File: config.mk
export PLATFORM = sky130hd
export DESIGN_NAME = aidan_mcnay_trial_div_sequencer_flat
export DESIGN_NICKNAME = d
export VERILOG_FILES = /design/src/rtl/aidan_mcnay_trial_div_sequencer_if.sv /design/src/rtl/aidan_mcnay_trial_div_sequencer.sv /design/src/flat_wrapper.sv
export SDC_FILE = /design/constraint.sdc
export NUM_CORES = 2
export LEC_CHECK = 0
export ABC_CLOCK_PERIOD_IN_PS = 24000
export CORE_MARGIN = 8
export CORE_UTILIZATION = 38
export CTS_BUF_LIST = sky130_fd_sc_hd__clkbuf_8 sky130_fd_sc_hd__clkbuf_16
export DETAILED_ROUTE_END_ITERATION = 8
export MAX_ROUTING_LAYER = met4
export PLACE_DENSITY = 0.65
export SYNTH_ARGS = -nofsm -noshare
export SYNTH_HDL_FRONTEND = slang
export SYNTH_SLANG_ARGS = --single-unit
export TNS_END_PERCENT = 50
File: constraint.sdc
create_clock -name clk -period 24 [get_ports clk]
set_clock_uncertainty 0.05 [all_clocks]
set_input_delay 2.4 -clock clk [delete_from_list [all_inputs] [get_ports clk]]
set_output_delay 2.4 -clock clk [all_outputs]
set_load 0.02 [all_outputs]
File: src/rtl/aidan_mcnay_trial_div_sequencer_if.sv
// Handshake bundle between the trial-division sequencer, its request/response
// ports and the shared iterative divider. slave = sequencer side.
interface aidan_mcnay_trial_div_sequencer_if #(
   parameter int nbits = 32
);
   logic             req_val;
   logic             req_rdy;
   logic [nbits-1:0] req_value;

   logic             resp_val;
   logic             resp_rdy;
   logic             resp_is_prime;

   logic [nbits-1:0] div_opa;
   logic [nbits-1:0] div_opb;
   logic             div_istream_val;
   logic             div_istream_rdy;
   logic             div_ostream_val;
   logic             div_ostream_rdy;
   logic [nbits-1:0] div_rem;

   modport slave (
      input  req_val, req_value, resp_rdy, div_istream_rdy, div_ostream_val, div_rem,
      output req_rdy, resp_val, resp_is_prime, div_opa, div_opb,
             div_istream_val, div_ostream_rdy
   );

   modport master (
      output req_val, req_value, resp_rdy, div_istream_rdy, div_ostream_val, div_rem,
      input  req_rdy, resp_val, resp_is_prime, div_opa, div_opb,
             div_istream_val, div_ostream_rdy
   );
endinterface

File: src/rtl/aidan_mcnay_trial_div_sequencer.sv
// Trial-division sequencer driving a shared divider; returns a prime verdict.
// Define AIDAN_MCNAY_ODD_DIVISOR_EN to skip even divisors after 2.
//
// state | meaning
// IDLE  | waiting for a candidate, req_rdy high
// CHECK | decide: trivially composite, proven prime, or try next divisor
// ISSUE | present value % divisor to the divider
// WAIT  | waiting for the divider remainder
// RESP  | verdict held until consumer takes it
module aidan_mcnay_trial_div_sequencer #(
   parameter int nbits = 32
) (
   input  logic                               clk,
   input  logic                               reset,
   aidan_mcnay_trial_div_sequencer_if.slave   bus,
   output logic                               busy,
   output logic [nbits-1:0]                   div_count
);

   typedef enum logic [2:0] {
      IDLE  = 3'd0,
      CHECK = 3'd1,
      ISSUE = 3'd2,
      WAIT  = 3'd3,
      RESP  = 3'd4
   } state_t;

   state_t           state_r, state_n;
   logic [nbits-1:0] value_r, value_n;
   logic [nbits-1:0] divisor_r, divisor_n;
   logic [nbits-1:0] count_r, count_n;
   logic             prime_r, prime_n;

   logic [2*nbits-1:0] divisor_sq;
   logic               sq_exceeds;
   logic [nbits-1:0]   divisor_next;

   // Double-width square so the exit test is exact for any divisor.
   assign divisor_sq = {{nbits{1'b0}}, divisor_r} * {{nbits{1'b0}}, divisor_r};
   assign sq_exceeds = divisor_sq > {{nbits{1'b0}}, value_r};

`ifdef AIDAN_MCNAY_ODD_DIVISOR_EN
   assign divisor_next = (divisor_r == nbits'(2)) ? nbits'(3) : divisor_r + nbits'(2);
`else
   assign divisor_next = divisor_r + nbits'(1);
`endif

   always_ff @(posedge clk) begin
      if (!reset) begin
         state_r   <= IDLE;
         value_r   <= '0;
         divisor_r <= nbits'(2);
         count_r   <= '0;
         prime_r   <= 1'b0;
      end else begin
         state_r   <= state_n;
         value_r   <= value_n;
         divisor_r <= divisor_n;
         count_r   <= count_n;
         prime_r   <= prime_n;
      end
   end

   always_comb begin
      state_n   = state_r;
      value_n   = value_r;
      divisor_n = divisor_r;
      count_n   = count_r;
      prime_n   = prime_r;

      case (state_r)
         IDLE: begin
            if (bus.req_val) begin
               value_n   = bus.req_value;
               divisor_n = nbits'(2);
               count_n   = '0;
               state_n   = CHECK;
            end
         end
         CHECK: begin
            if (value_r < nbits'(2)) begin
               prime_n = 1'b0;
               state_n = RESP;
            end else if (sq_exceeds) begin
               prime_n = 1'b1;
               state_n = RESP;
            end else begin
               state_n = ISSUE;
            end
         end
         ISSUE: begin
            if (bus.div_istream_rdy) state_n = WAIT;
         end
         WAIT: begin
            if (bus.div_ostream_val) begin
               count_n = (&count_r) ? count_r : count_r + nbits'(1);
               if (bus.div_rem == '0) begin
                  prime_n = 1'b0;
                  state_n = RESP;
               end else begin
                  divisor_n = divisor_next;
                  state_n   = CHECK;
               end
            end
         end
         RESP: begin
            if (bus.resp_rdy) state_n = IDLE;
         end
         default: state_n = IDLE;
      endcase
   end

   assign bus.req_rdy         = (state_r == IDLE);
   assign bus.resp_val        = (state_r == RESP);
   assign bus.resp_is_prime   = prime_r;
   assign bus.div_opa         = value_r;
   assign bus.div_opb         = divisor_r;
   assign bus.div_istream_val = (state_r == ISSUE);
   assign bus.div_ostream_rdy = (state_r == WAIT);
   assign busy                = (state_r != IDLE);
   assign div_count           = count_r;

endmodule

File: src/flat_wrapper.sv
// flat-port wrapper written by rule: the top's interface ports become plain ports
module aidan_mcnay_trial_div_sequencer_flat 
#(
   parameter int nbits = 32
)
  (clk, reset, busy, div_count, bus_req_val, bus_req_value, bus_resp_rdy, bus_div_istream_rdy, bus_div_ostream_val, bus_div_rem, bus_req_rdy, bus_resp_val, bus_resp_is_prime, bus_div_opa, bus_div_opb, bus_div_istream_val, bus_div_ostream_rdy);
  aidan_mcnay_trial_div_sequencer_if #(.nbits(nbits)) bus_i ();
  input  logic clk;
  input  logic reset;
  output logic busy;
  output logic [nbits-1:0] div_count;
  input wire logic [$bits(bus_i.req_val)-1:0] bus_req_val;
  input wire logic [$bits(bus_i.req_value)-1:0] bus_req_value;
  input wire logic [$bits(bus_i.resp_rdy)-1:0] bus_resp_rdy;
  input wire logic [$bits(bus_i.div_istream_rdy)-1:0] bus_div_istream_rdy;
  input wire logic [$bits(bus_i.div_ostream_val)-1:0] bus_div_ostream_val;
  input wire logic [$bits(bus_i.div_rem)-1:0] bus_div_rem;
  output wire logic [$bits(bus_i.req_rdy)-1:0] bus_req_rdy;
  output wire logic [$bits(bus_i.resp_val)-1:0] bus_resp_val;
  output wire logic [$bits(bus_i.resp_is_prime)-1:0] bus_resp_is_prime;
  output wire logic [$bits(bus_i.div_opa)-1:0] bus_div_opa;
  output wire logic [$bits(bus_i.div_opb)-1:0] bus_div_opb;
  output wire logic [$bits(bus_i.div_istream_val)-1:0] bus_div_istream_val;
  output wire logic [$bits(bus_i.div_ostream_rdy)-1:0] bus_div_ostream_rdy;
  assign bus_i.req_val = bus_req_val;
  assign bus_i.req_value = bus_req_value;
  assign bus_i.resp_rdy = bus_resp_rdy;
  assign bus_i.div_istream_rdy = bus_div_istream_rdy;
  assign bus_i.div_ostream_val = bus_div_ostream_val;
  assign bus_i.div_rem = bus_div_rem;
  assign bus_req_rdy = bus_i.req_rdy;
  assign bus_resp_val = bus_i.resp_val;
  assign bus_resp_is_prime = bus_i.resp_is_prime;
  assign bus_div_opa = bus_i.div_opa;
  assign bus_div_opb = bus_i.div_opb;
  assign bus_div_istream_val = bus_i.div_istream_val;
  assign bus_div_ostream_rdy = bus_i.div_ostream_rdy;
  aidan_mcnay_trial_div_sequencer #(.nbits(nbits)) u_core (.clk(clk), .reset(reset), .bus(bus_i), .busy(busy), .div_count(div_count));
endmodule
* Yosys cells after proc, flatten, opt, wreduce, memory -nomap -nowiden *
Index checks and enable logic that the tools add are counted.

cells by class
  $add $sub $neg = 2
  multipliers = 1
  magnitude comparators = 2
  eq/ne operators = 12
  multiplexer cells = 21
  reductions and logical operators = 11

operator list
  operator                                               count
  two-way mux 32 bit                                     6
  case mux 32 bit (2 select lines)                       2
  adder 32 x 1 -> 32 bit, second input constant          2
  > comparator 64 x 32 -> 1 bit                          1
  multiplier 32 x 32 -> 64 bit                           1
  zero test 32 bit                                       1
  < comparator 32 x 2 -> 1 bit, second input constant    1
  AND reduction 32 bit                                   1
  two-way mux 3 bit                                      7
  AND reduction 4 bit                                    4
  case mux 3 bit (5 select lines)                        1
  inequality test 2 bit, second input constant           6
  == test 3 x 2 -> 1 bit, second input constant          2
  two-way mux 1 bit                                      4
  nonzero test 2 bit                                     2
  == test 3 x 1 -> 1 bit, second input constant          1
  == test 3 bit, second input constant                   1
  zero test 3 bit                                        1
  inequality test 3 x 1 -> 1 bit, second input constant  1
  nonzero test 3 bit                                     1
  inequality test 2 x 1 -> 1 bit, second input constant  1
  case mux 1 bit (2 select lines)                        1
  AND reduction 2 bit                                    1

word-level totals
  register bits after elaboration = 100
  input port bits = 70
  output and inout bits = 102
  word-level logic and storage cells = 54

* Logic depth before layout (Yosys ltp) *
  depth in word-level cells = 5
  mapped depth = 42
  depth with buffers taken out = 39

* Worst setup path before layout *
Ideal clock, no wire load.

  path kind = flip-flop to flip-flop
  start point = register u_core.divisor_r[14], in the netlist u_core.bus.div_opb[14]
  end point = register u_core.prime_r, in the netlist u_core.bus.resp_is_prime
  library setup time = 0.062 ns
  data arrival time = 10.514 ns
  required time = 23.888 ns
  setup slack = 13.374 ns
  cell stages (with the launch flop) = 38
  period minus slack after synthesis = 10.626 ns
  cell sequence = dfxtp_1 clkbuf_1 clkbuf_1 clkbuf_1 nand2_1 fa_1 inv_1 fa_1 inv_1 fa_1 fa_1 inv_1 fa_1 inv_1 fa_1 inv_1 fa_1 fa_1 [2 not listed] a21oi_1 o21ai_0 a21o_1 a221o_1 or2_2 xor2_1 ha_1 nand4_2 or4_4 nor2_4 a311oi_1 or3_1 or4_1 nor4_2 nand4_1 or4_4 or4_1 nand3_1

between the ends
  cells in the longest elaborated chain, start to end = 4

ends and longest elaborated chain
  item                                      RTL line                               text
  start, declared                           aidan_mcnay_trial_div_sequencer.sv:30  logic [nbits-1:0] divisor_r, divisor_n;
  start signal, assigned                    aidan_mcnay_trial_div_sequencer.sv:52  divisor_r <= nbits'(2);
  start signal, assigned                    aidan_mcnay_trial_div_sequencer.sv:58  divisor_r <= divisor_n;
  multiplier 32 x 32 -> 64 bit              aidan_mcnay_trial_div_sequencer.sv:39  assign divisor_sq = {{nbits{1'b0}}, divisor_r} * {{nbits{1'b0}}, divisor_r};
  > comparator 64 x 32 -> 1 bit             aidan_mcnay_trial_div_sequencer.sv:40  assign sq_exceeds = divisor_sq > {{nbits{1'b0}}, value_r};
  inequality test 3 x 1 -> 1 bit (no line)  -
  AND reduction 4 bit (no line)             -
  end signal, assigned                      aidan_mcnay_trial_div_sequencer.sv:60  prime_r <= prime_n;
  end, declared                             aidan_mcnay_trial_div_sequencer.sv:32  logic prime_r, prime_n;

Every way passes these cells.
A chain may end at the register's enable or synchronous reset.

* Worst setup path after layout *
  start point = register u_core.divisor_r[4], in the netlist u_core.bus.div_opb[4]
  end point = register u_core.prime_r, in the netlist u_core.bus.resp_is_prime

Same word-level chain as after synthesis.

==> impl_metrics.ini <==
[worst_setup_path]
r2r_setup_slack_ns = 12.67
slowest_delay_ns = 0.75
r2r-end = u_core.bus.resp_is_prime
crit_arrival_ns = 11.62
critPathKind = flip-flop to flip-flop
slowest_stage = a221oi_1
critPathMostFrequentCell = fa_1
crit_fanout = 21
r2r-start = u_core.bus.div_opb[4]
timing.critical_path.required_ns = 24.29
cp-end-kind = flip-flop
r2r_cells = 32
start_kind = flip-flop

[grt]
antenna_found_initial = 0
grt_pass1_vias = 28358
grt_max_degree = 60
grt_usage = 0.208
grt_pass1_wl_um = 162000
grt_overflow = 0

[sta]
final-hold-violation-count = 0
setup_viol_count_final = 0
rsz0062_at_grt = false
max_freq_ghz = 0.0883
tightest_slew_ns = 1.13
period_needed_ns = 11.33
setup_tns_ns = 0
report.final.slew_viol_count = 0
period_share = 0.472
slew_headroom = 0.246

[drt]
drc = 0
postRouteAntennaNets = 0
via_per_inst = 5.05
dr.pass1.iters = 5
drt_iter0_markers = 1587
wire_per_inst_um = 19.5
drt-total-wl_um = 101000
num_vias = 26227

[place]
dp_hpwl_um = 83500
gp_congestion = 0.950
placedCellCount = 5181
portBuffers = 171
placed_area_um2 = 37700

[floorplan]
start_util = 0.382
rows = 111
die_x_um = 319
die_area_um2 = 102000
fp.coreArea_um2 = 91200
fp.dieH_um = 319
pin_count = 172

[clock_network]
cts_sinks = 100
post-cts-setup-buffers = 0
clock_path_buffers = 2
cts_resized = 0
cts_buffers = 9
clk_pin_slew_ns = 0.10
cts_max_level = 3
cts_root_buffer = clkbuf_16
hold_buffers = 0
cts_tree = built
clk_latency_ns = 0.41

[power_and_ir_drop]
p_per_area_nw_per_um2 = 13.6
pwr-share-seq = 0.379
p_sw_frac = 0.382
pwr-share-comb = 0.301
leakage_nw = 20.2
ir_worst_vdd_v = 0.0000352
p_clk_frac = 0.320
p_int_mw = 0.318
switching_power_mw = 0.197

[flow_run]
max-cap-violations = 0

[synth]
synth_warnings = 0
yosys.area.top_type = fa_1
synthTopCellsByArea = fa_1, inv_1, ha_1
syn_avg_cell_area_um2 = 8.82
ys_seq_area_frac = 0.0575
synth_edf_count = 0
synth_top_area_share = 0.461
synth_area_um2 = 34800
yosysUniqueCellTypes = 77
ys.flop_type = dfxtp_1
async_reset_ff_frac = 0
synthCells = 3945
mappedNetlistNets = 5131
ys_ff_latch = 100

[finish]
final_common_cell = inv_1
diodes = 0
num-nets-final = 5192
drive_gt1_frac = 0.0237
layout_common_cells = inv_1, fa_1, nand2_1
design_area_um2 = 38000
fillers = 8940
syn2layout_area_growth_pct = 9.15
instances_no_fill = 5197

[hold_path]
min_path_type = flip-flop to flip-flop
hold_end = u_core.bus.div_opa[6]
whs_path_depth = 2
hp-start = u_core.bus.div_opa[6]

[run_status]
status = finished clean
[registers in the layout, indices dropped and copies added (netlist names)]
signal                    cells
u_core.state_r                3
u_core.bus.resp_is_prime      1
u_core.bus.div_opb           32
u_core.bus.div_opa           32
u_core.div_count             32
[routing by layer]
metal,wire length (µm),track usage,vias up
met2,50100,0.349,761
met5,0,-,-
met4,3370,0.0612,0
met1,42300,0.265,13347
li1,-,-,11930
met3,5480,0.0241,189
[power by group through the flow]
| stage | registers [mW] | logic, mW | clock network [mW] |
|---|---|---|---|
| final | 0.195 | 0.155 | 0.165 |
| after global routing | 0.197 | 0.168 | 0.173 |
| after CTS | 0.195 | 0.155 | 0.168 |
| after detailed placement | 0.199 | 0.154 | 0 |
| after global placement | 0.199 | 0.154 | 0 |
| after floorplan | 0.204 | 0.0767 | 0 |
[cell usage after synthesis (all sizes together) (3+ instances only)]
master and n:
a2111oi 6, a211oi 8, a21boi 4, a21o 29
a21oi 136, a221oi 5, a311oi 4, a31o 4
a31oi 11, a41oi 3, and2 181, and3 13
and4 14, buf 14, clkbuf 147, clkinv 5
dfxtp 100, fa 802, ha 314, inv 1050
mux2i 12, nand2 454, nand2b 10, nand3 38
nand4 51, nor2 171, nor2b 12, nor3 35
nor3b 3, nor4 27, o2111ai 3, o211ai 6
o21a 18, o21ai 67, o21bai 8, o31ai 8
or2 14, or3 15, or4 6, xnor2 57
xor2 52
[cell families (layout without fill, tap and decap cells)]
family                     count (synthesis)  in the layout  synth area share
buffers and inverters                   1216           1282             0.131
and+or+nand+nor                         1048           1048             0.143
muxes                                     13             13           0.00377
AOI/OAI and AO/OA                        342            342            0.0618
adders and majority gates               1116           1116             0.574
DFF                                      100            100            0.0575
xor gates and xnor gates                 110            110            0.0281
[how the worst max path moves through the flow]
stage	startpoint	to	depth (start not counted)
5_1_grt	u_core.bus.div_opb[21]	u_core.bus.resp_is_prime	32
3_5_place_dp	u_core.bus.div_opb[7]	u_core.bus.resp_is_prime	32
4_1_cts	u_core.bus.div_opb[7]	u_core.bus.resp_is_prime	32
2_1_floorplan	u_core.bus.div_opb[14]	u_core.bus.resp_is_prime	37
6_report	u_core.bus.div_opb[4]	u_core.bus.resp_is_prime	32
3_3_place_gp	u_core.bus.div_opb[4]	u_core.bus.resp_is_prime	32
[worst max-delay path: cells and delay by family, from the launching register on]
| family | cells | cell delay (ns) |
|---|---|---|
| xor gates and xnor gates | 1 | 0.19 |
| adders and majority gates | 10 | 4.77 |
| buffers and inverters | 4 | 0.60 |
| DFF | 1 | 0.74 |
| AOI/OAI and AO/OA | 4 | 1.21 |
| and+or+nand+nor | 13 | 3.67 |
[layout make-up]
cell class              instances  area [µm²]  area share
repair buffers                211        2010      0.0529
clock inverters                 6        62.6     0.00165
clock buffers                  10         239     0.00629
multi-input cells            2629       28200       0.743
inverters                    1055        3960       0.104
flip-flops and latches        100        2000      0.0528
well taps                    1186        1480      0.0391
[per-stage QoR]
stage,setup WS [ns],hold WS [ns],total power [mW],utilization
floorplan,13.37,0.458,0.281,-
global placement,12.91,0.428,0.352,0.413
detailed placement,12.76,0.435,0.353,0.413
CTS,12.72,0.446,0.517,0.416
global route,12.25,0.471,0.538,0.416
finish,12.67,0.448,0.515,0.416
Note: power is estimated with default switching activity, not from simulation.
